--- config.mk ---
export PLATFORM = sky130hd
export DESIGN_NAME = cvm300_sensor_emulator
export DESIGN_NICKNAME = d
export VERILOG_FILES = /design/src/rtl/cvm300_sensor_emulator.sv
export SDC_FILE = /design/constraint.sdc
export NUM_CORES = 1
export LEC_CHECK = 0
export CAP_MARGIN = 10
export CORE_AREA = 3 3 129 131
export DETAILED_ROUTE_END_ITERATION = 6
export DIE_AREA = 0 0 132 134
export PLACE_DENSITY_LB_ADDON = 0.3
export SLEW_MARGIN = 30
export SYNTH_ARGS = -nofsm -noshare
export SYNTH_HDL_FRONTEND = slang
export SYNTH_SLANG_ARGS = --single-unit
--- constraint.sdc ---
create_clock -name FSM_Clk -period 9.09 [get_ports FSM_Clk]
set_input_delay 1.818 -clock FSM_Clk [delete_from_list [all_inputs] [get_ports FSM_Clk]]
set_output_delay 1.818 -clock FSM_Clk [all_outputs]
set_load 0.05 [all_outputs]
--- src/rtl/cvm300_sensor_emulator.sv ---
// CVM300 sensor emulator: streams one synthetic 10-bit frame per request
// with line-valid / data-valid framing, standing in for the sensor pins.
module cvm300_sensor_emulator #(
    parameter int unsigned H_PIXELS    = 648,
    parameter int unsigned V_LINES     = 488,
    parameter int unsigned LINE_GAP    = 16,
    parameter int unsigned FRAME_DELAY = 32
) (
    input  logic        FSM_Clk,
    input  logic        reset,
    input  logic        CVM300_FRAME_REQ,
    input  logic        CVM300_SYS_RES_N,
    input  logic [1:0]  pattern_sel,
    output logic [9:0]  CVM300_D,
    output logic        CVM300_Line_valid,
    output logic        CVM300_Data_valid,
    output logic        busy,
    output logic        frame_done,
    output logic [15:0] frame_count
);

    typedef enum logic [2:0] {IDLE, DELAY, LINE, GAP, DONE} state_t;

    localparam logic [31:0] COL_LAST = 32'(H_PIXELS - 1);
    localparam logic [31:0] ROW_LAST = 32'(V_LINES - 1);
    localparam logic [31:0] GAP_LAST = 32'(LINE_GAP - 1);
    localparam logic [31:0] DLY_LAST = 32'(FRAME_DELAY);

    state_t      state;
    logic        req_q;
    logic [1:0]  pat;
    logic [31:0] col;
    logic [31:0] row;
    logic [31:0] cnt;
    logic [31:0] pix;
    logic [15:0] fc_q;

    assign frame_count = fc_q;

    function automatic logic [9:0] pixel(
        input logic [1:0]  p,
        input logic [31:0] c,
        input logic [31:0] r,
        input logic [31:0] i,
        input logic [15:0] f
    );
        logic [9:0] v;
        v = '0;
        case (p)
            2'd0:    v = c[9:0];
            2'd1:    v = r[9:0];
            2'd2:    v = i[9:0] + f[9:0];
            default: v = {10{c[3] ^ r[3]}};
        endcase
        return v;
    endfunction

    // pix always holds the frame index of the pixel driven next (or now, in LINE)
    always_ff @(posedge FSM_Clk or posedge reset) begin
        if (reset) begin
            state             <= IDLE;
            req_q             <= 1'b0;
            pat               <= 2'd0;
            col               <= '0;
            row               <= '0;
            cnt               <= '0;
            pix               <= '0;
            fc_q              <= '0;
            busy              <= 1'b0;
            frame_done        <= 1'b0;
            CVM300_D          <= '0;
            CVM300_Line_valid <= 1'b0;
            CVM300_Data_valid <= 1'b0;
        end else begin
            req_q      <= CVM300_FRAME_REQ;
            frame_done <= 1'b0;
            if (!CVM300_SYS_RES_N) begin
                state             <= IDLE;
                busy              <= 1'b0;
                CVM300_D          <= '0;
                CVM300_Line_valid <= 1'b0;
                CVM300_Data_valid <= 1'b0;
            end else begin
                unique case (state)
                    IDLE: begin
                        if (CVM300_FRAME_REQ && !req_q) begin
                            pat   <= pattern_sel;
                            col   <= '0;
                            row   <= '0;
                            cnt   <= '0;
                            pix   <= '0;
                            busy  <= 1'b1;
                            state <= DELAY;
                        end
                    end
                    DELAY: begin
                        if (cnt == DLY_LAST) begin
                            state             <= LINE;
                            col               <= '0;
                            CVM300_Line_valid <= 1'b1;
                            CVM300_Data_valid <= 1'b1;
                            CVM300_D          <= pixel(pat, 32'd0, row, pix, fc_q);
                        end else begin
                            cnt <= cnt + 32'd1;
                        end
                    end
                    LINE: begin
                        pix <= pix + 32'd1;
                        if (col == COL_LAST) begin
                            CVM300_Line_valid <= 1'b0;
                            CVM300_Data_valid <= 1'b0;
                            CVM300_D          <= '0;
                            if (row == ROW_LAST) begin
                                state      <= DONE;
                                frame_done <= 1'b1;
                                fc_q       <= fc_q + 16'd1;
                            end else begin
                                row   <= row + 32'd1;
                                cnt   <= '0;
                                state <= GAP;
                            end
                        end else begin
                            col      <= col + 32'd1;
                            CVM300_D <= pixel(pat, col + 32'd1, row,
                                              pix + 32'd1, fc_q);
                        end
                    end
                    GAP: begin
                        if (cnt == GAP_LAST) begin
                            state             <= LINE;
                            col               <= '0;
                            CVM300_Line_valid <= 1'b1;
                            CVM300_Data_valid <= 1'b1;
                            CVM300_D          <= pixel(pat, 32'd0, row, pix, fc_q);
                        end else begin
                            cnt <= cnt + 32'd1;
                        end
                    end
                    DONE: begin
                        busy  <= 1'b0;
                        state <= IDLE;
                    end
                    default: begin
                        busy  <= 1'b0;
                        state <= IDLE;
                    end
                endcase
            end
        end
    end

endmodule

Yosys cells after proc, flatten, opt, wreduce, memory -nomap -nowiden

Index checks and enable logic that the tools add are counted.

Register bits: 163
Output and inout bits: 30
Logic and storage cells: 100

$add $sub $neg: 7
Eq/ne operators: 23
Multiplexer cells: 40
Bitwise gates (word level): 1
Reductions and logical operators: 17

Operator list:

| cell                  | number |
|---|---|
| $mux 32               | 10 |
| $pmux 32 s4           | 2 |
| $add 32x1->32 const B | 4 |
| $pmux 32 s2           | 2 |
| $pmux 10 s3           | 3 |
| $mux 10               | 4 |
| $eq 32x10->1 const B  | 1 |
| $eq 32x4->1 const B   | 1 |
| $eq 32x6->1 const B   | 1 |
| $eq 32x9->1 const B   | 1 |
| $add 10x10->10        | 2 |
| $mux 3                | 6 |
| $ne 2x2->1 const B    | 9 |
| $add 16x1->16 const B | 1 |
| $ne 3x3->1 const B    | 4 |
| $pmux 3 s4            | 1 |
| $reduce_and 4->1      | 3 |
| $mux 1                | 10 |
| $reduce_and 3->1      | 3 |
| $reduce_and 7->1      | 1 |
| $eq 3x2->1 const B    | 2 |
| $reduce_and 6->1      | 1 |
| $reduce_and 5->1      | 1 |
| $ne 4x1->1 const B    | 1 |
| 14 further kinds      | 14 |

Depth between registers and ports, before layout

Depth after elaboration: 6
Depth in mapped cells: 12
Depth with buffers taken out: 11

Worst setup path before layout

No wires, ideal clock.

Path type: input port to flip-flop
From: input port CVM300_FRAME_REQ
To: register row[18]
Data arrival time: 3,334 ps
Required time: 8,958 ps
Path slack: 5,624 ps
Stages: 8
Cells stage by stage: nor2b_1 -> o311ai_0 -> nor2_1 -> o2111ai_1 -> buf_2 -> nor3_1 -> xnor2_1 -> nor2_1

Cells in the longest elaborated chain, start to end: 3

RTL lines:

| what                       | line | RTL |
|---|---|---|
| start: declaration         | 11   | `input logic CVM300_FRAME_REQ,` |
| $logic_and 1x1->1          | 86   | `if (CVM300_FRAME_REQ && !req_q) begin` |
| $ne 2x2->1 (no line)       | n/a  |  |
| $reduce_and 5->1 (no line) | n/a  |  |
| end signal: assignment     | 118  | `row <= row + 32'd1;` |
| end: declaration           | 33   | `logic [31:0] row;` |

Every way passes these cells.
A chain may end at the register's enable or synchronous reset.

Final worst setup path

From: input port CVM300_SYS_RES_N
To: register col[23]

Cells in the longest elaborated chain, start to end: 1

RTL lines:

| what                       | line | RTL |
|---|---|---|
| start: declaration         | 12   | `input logic CVM300_SYS_RES_N,` |
| $reduce_and 6->1 (no line) | n/a  |  |
| end signal: assignment     | 123  | `col <= col + 32'd1;` |
| end: declaration           | 32   | `logic [31:0] col;` |

Every way passes these cells.

==> results.yml <==
status:
  outcome: "completed"
sta:
  relSlewSlack: 0.379
  skew_ns: 0.0102
  hold_violations: 0
  tightest_slew_ns: 0.930
  period_needed_ns: 4.29
  setup_tns_ns: 0
  min_period_over_period: 0.472
  setup-violations-final: 0
  fmax_mhz: 233
  drv_slew: 0
  rsz0062_at_grt: "false"
floorplan:
  rows: 46
  core_area_sq_um: 15700
  fp.dieW_um: 132
  start_util: 0.540
  die_h_um: 134
  dieArea_sq_um: 17700
  io_pins: 36
global_routing:
  antenna_found_initial: 0
  grt_pass1_wl_mm: 33.8
  grt_max_degree: 98
  grt.total_usage: 0.233
  globalRouteOverflowTotal: 0
  grt_pass1_vias: 6926
synthesis:
  synth_area_sq_um: 8490
  yosysUniqueCellTypes: 66
  ys_seq_area_frac: 0.416
  avgSynthCellArea_sq_um: 8.76
  async_flop_share: 1.00
  synth_cells: 969
  synth_nets: 1002
  synth_edf_count: 0
  synth_seq_cells: 141
  ys_warn_count: 0
  synth_ff_type: "dfrtp_1"
routing:
  routed_wirelength_mm: 20.0
  viasPerCell: 5.95
  drt_iter0_drc: 536
  drtAntennaViolNets: 0
  first_pass_iters: 6
  via_count: 7221
  wl_per_cell_um: 16.4
  drc: 0
pwr:
  ir_drop_mv: 0.139
  power_density_nw_per_um2: 145
  p_leak_uw: 0.00421
  total_power_uw: 1390
cells_and_area:
  final_cell_mix: "dfrtp_1 (141), nand2_1 (122), nor2_1 (106), nand3_1 (59), o21ai_0 (57)"
  syn2layout_area_growth_pct: 12.6
  final_layout_size_suffix_gt1_frac: 0.0671
  fin_nets: 1020
  fillers: 1386
  final_common_cell: "dfrtp_1"
  n_antenna_cell: 0
  fin_util: 0.608
critical_path:
  worstPathRequired_ns: 9.45
  r2r_cells: 8
  worst_setup_path_start_kind: "primary input"
  rr_endpoint: "col[28]$_DFFE_PP0P_"
  regToRegSetupSlack_ns: 6.01
  r2r_start: "col[0]$_DFFE_PP0P_"
  criticalPathCategory: "primary input to register"
  endpoint_kind: "register"
  setup.worst_path.start: "CVM300_SYS_RES_N"
  cp_max_fo: 22
  critPathArrivalTime_ns: 4.65
cts:
  clk_pin_slew_ns: 0.06
  numClockSinks: 141
  cts_tree: "done"
  clock_latency_ns: 0.42
  root_buffer: "clkbuf_16"
  hold_buffers: 0
  clock_path_buffers: 2
  htree_num_levels: 4
  cts_resized: 0
  post_cts_buffers: 0
  cts_buffers: 17
worst_hold_path:
  min_from: "frame_count[15]$_DFFE_PP0P_"
  hold_end: "frame_count[15]$_DFFE_PP0P_"
  hp-class: "register to register"
  hold_depth: 1
placement:
  numPortBuffers: 35
  place_congestion: 0.871
  hpwl_mm: 13.7
run:
  maxCapViolCount: 0
kinds of logic after synthesis:
kind of cell,after synthesis,share of synthesized area
AOI/OAI and AO/OA,172,0.134
xor gates and xnor gates,96,0.0990
adders and majority gates,27,0.0416
buffers and inverters,67,0.0315
DFF,141,0.416
muxes,10,0.0128
and+or+nand+nor,456,0.266
registers in the layout, indices dropped and copies added, names as in the netlist:
register           cells
pat                    2
cnt                   32
CVM300_D              10
CVM300_Data_valid      1
col                   32
frame_done             1
row                   32
req_q                  1
busy                   1
pix                   10
frame_count           16
state                  3
per-stage QoR:
stage / cells / cell area [sq um] / worst slack [ns] / hold WS [ns]
finish: 1214 / 9560 / 4.80 / 0.475
global route: 1214 / 9560 / 4.54 / 0.490
CTS: 1214 / 9560 / 4.85 / 0.483
detailed placement: 1184 / 9010 / 4.41 / 0.466
global placement: 1183 / 9000 / 4.45 / 0.476
floorplan: 969 / 8490 / 3.49 / 0.460
critical path: stages:
cell and delay (ns):
clkdlybuf4s50_1 0.59, nand2_1 0.16, nor2_1 0.64, nand2_1 0.67
or4_1 0.68, nand3_1 0.09
worst max path at each step:
stage	end	slack, ns	cells past startpoint
final	col[23]$_DFFE_PP0P_	4.80	6
after global routing	col[30]$_DFFE_PP0P_	4.54	6
after CTS	col[23]$_DFFE_PP0P_	4.85	6
after detailed placement	col[31]$_DFFE_PP0P_	4.41	6
after global placement	col[30]$_DFFE_PP0P_	4.45	6
after floorplan	CVM300_D[0]$_DFFE_PP0P_	3.49	1
Yosys cell counts (3+ instances only):
master      n  area, sq um
a22o_1      4         35.0
and3_1     26          163
nor2_2      4         25.0
xnor2_1    46          403
nor3_1     28          140
o21ai_0    57          285
mux2i_1     3         30.0
o211ai_1   10         75.1
a21o_1      3         22.5
or2_2       6         37.5
nor2_1    107          402
o31ai_1     6         45.0
nor4_1     19          119
o211a_1     3         30.0
clkbuf_1   32          120
nand4_1    27          169
and2_1      7         43.8
a22oi_1     3         22.5
or4_1       5         37.5
nand3_1    59          295
o21a_1      3         22.5
nor2b_1     5         31.3
a221o_1     3         30.0
and4_1     11         96.3
dfrtp_1   141         3530
o22ai_1     9         56.3
ha_1       25          313
buf_2      10         50.1
o221ai_1    5         43.8
a31oi_1    13         81.3
xor2_1     50          438
or3_1      15         93.8
mux2_2      7         78.8
nand2_1   122          458
nor4b_1     5         43.8
a21oi_1    29          145
inv_1      23         86.3
a41oi_1     4         35.0
area by class of cell:
cell class | instances | area [sq um] | area share
Clock inverter | 10 | 93.8 | 0.00982
Inverter | 23 | 91.3 | 0.00955
Multi-Input combinational cell | 761 | 4710 | 0.493
Clock buffer | 20 | 457 | 0.0478
Timing Repair Buffer | 43 | 410 | 0.0429
Sequential cell | 141 | 3530 | 0.369
Tap cell | 216 | 270 | 0.0283
power by group:
part | switching, uW | internal [uW] | total, uW
clock | 273 | 386 | 659
sequential | 7.20 | 632 | 639
combinational | 64.3 | 23.8 | 88.1
total | 344 | 1040 | 1390
layer usage:
| metal | vias up | global-route usage | part of all wire |
|---|---|---|---|
| met5 | - | 0 | 0 |
| met4 | 0 | 0.0910 | 0.024 |
| met3 | 45 | 0.0491 | 0.058 |
| met2 | 213 | 0.368 | 0.46 |
| met1 | 3446 | 0.318 | 0.46 |
| li1 | 3517 | - | - |
Power figures use the tool's default switching activity.
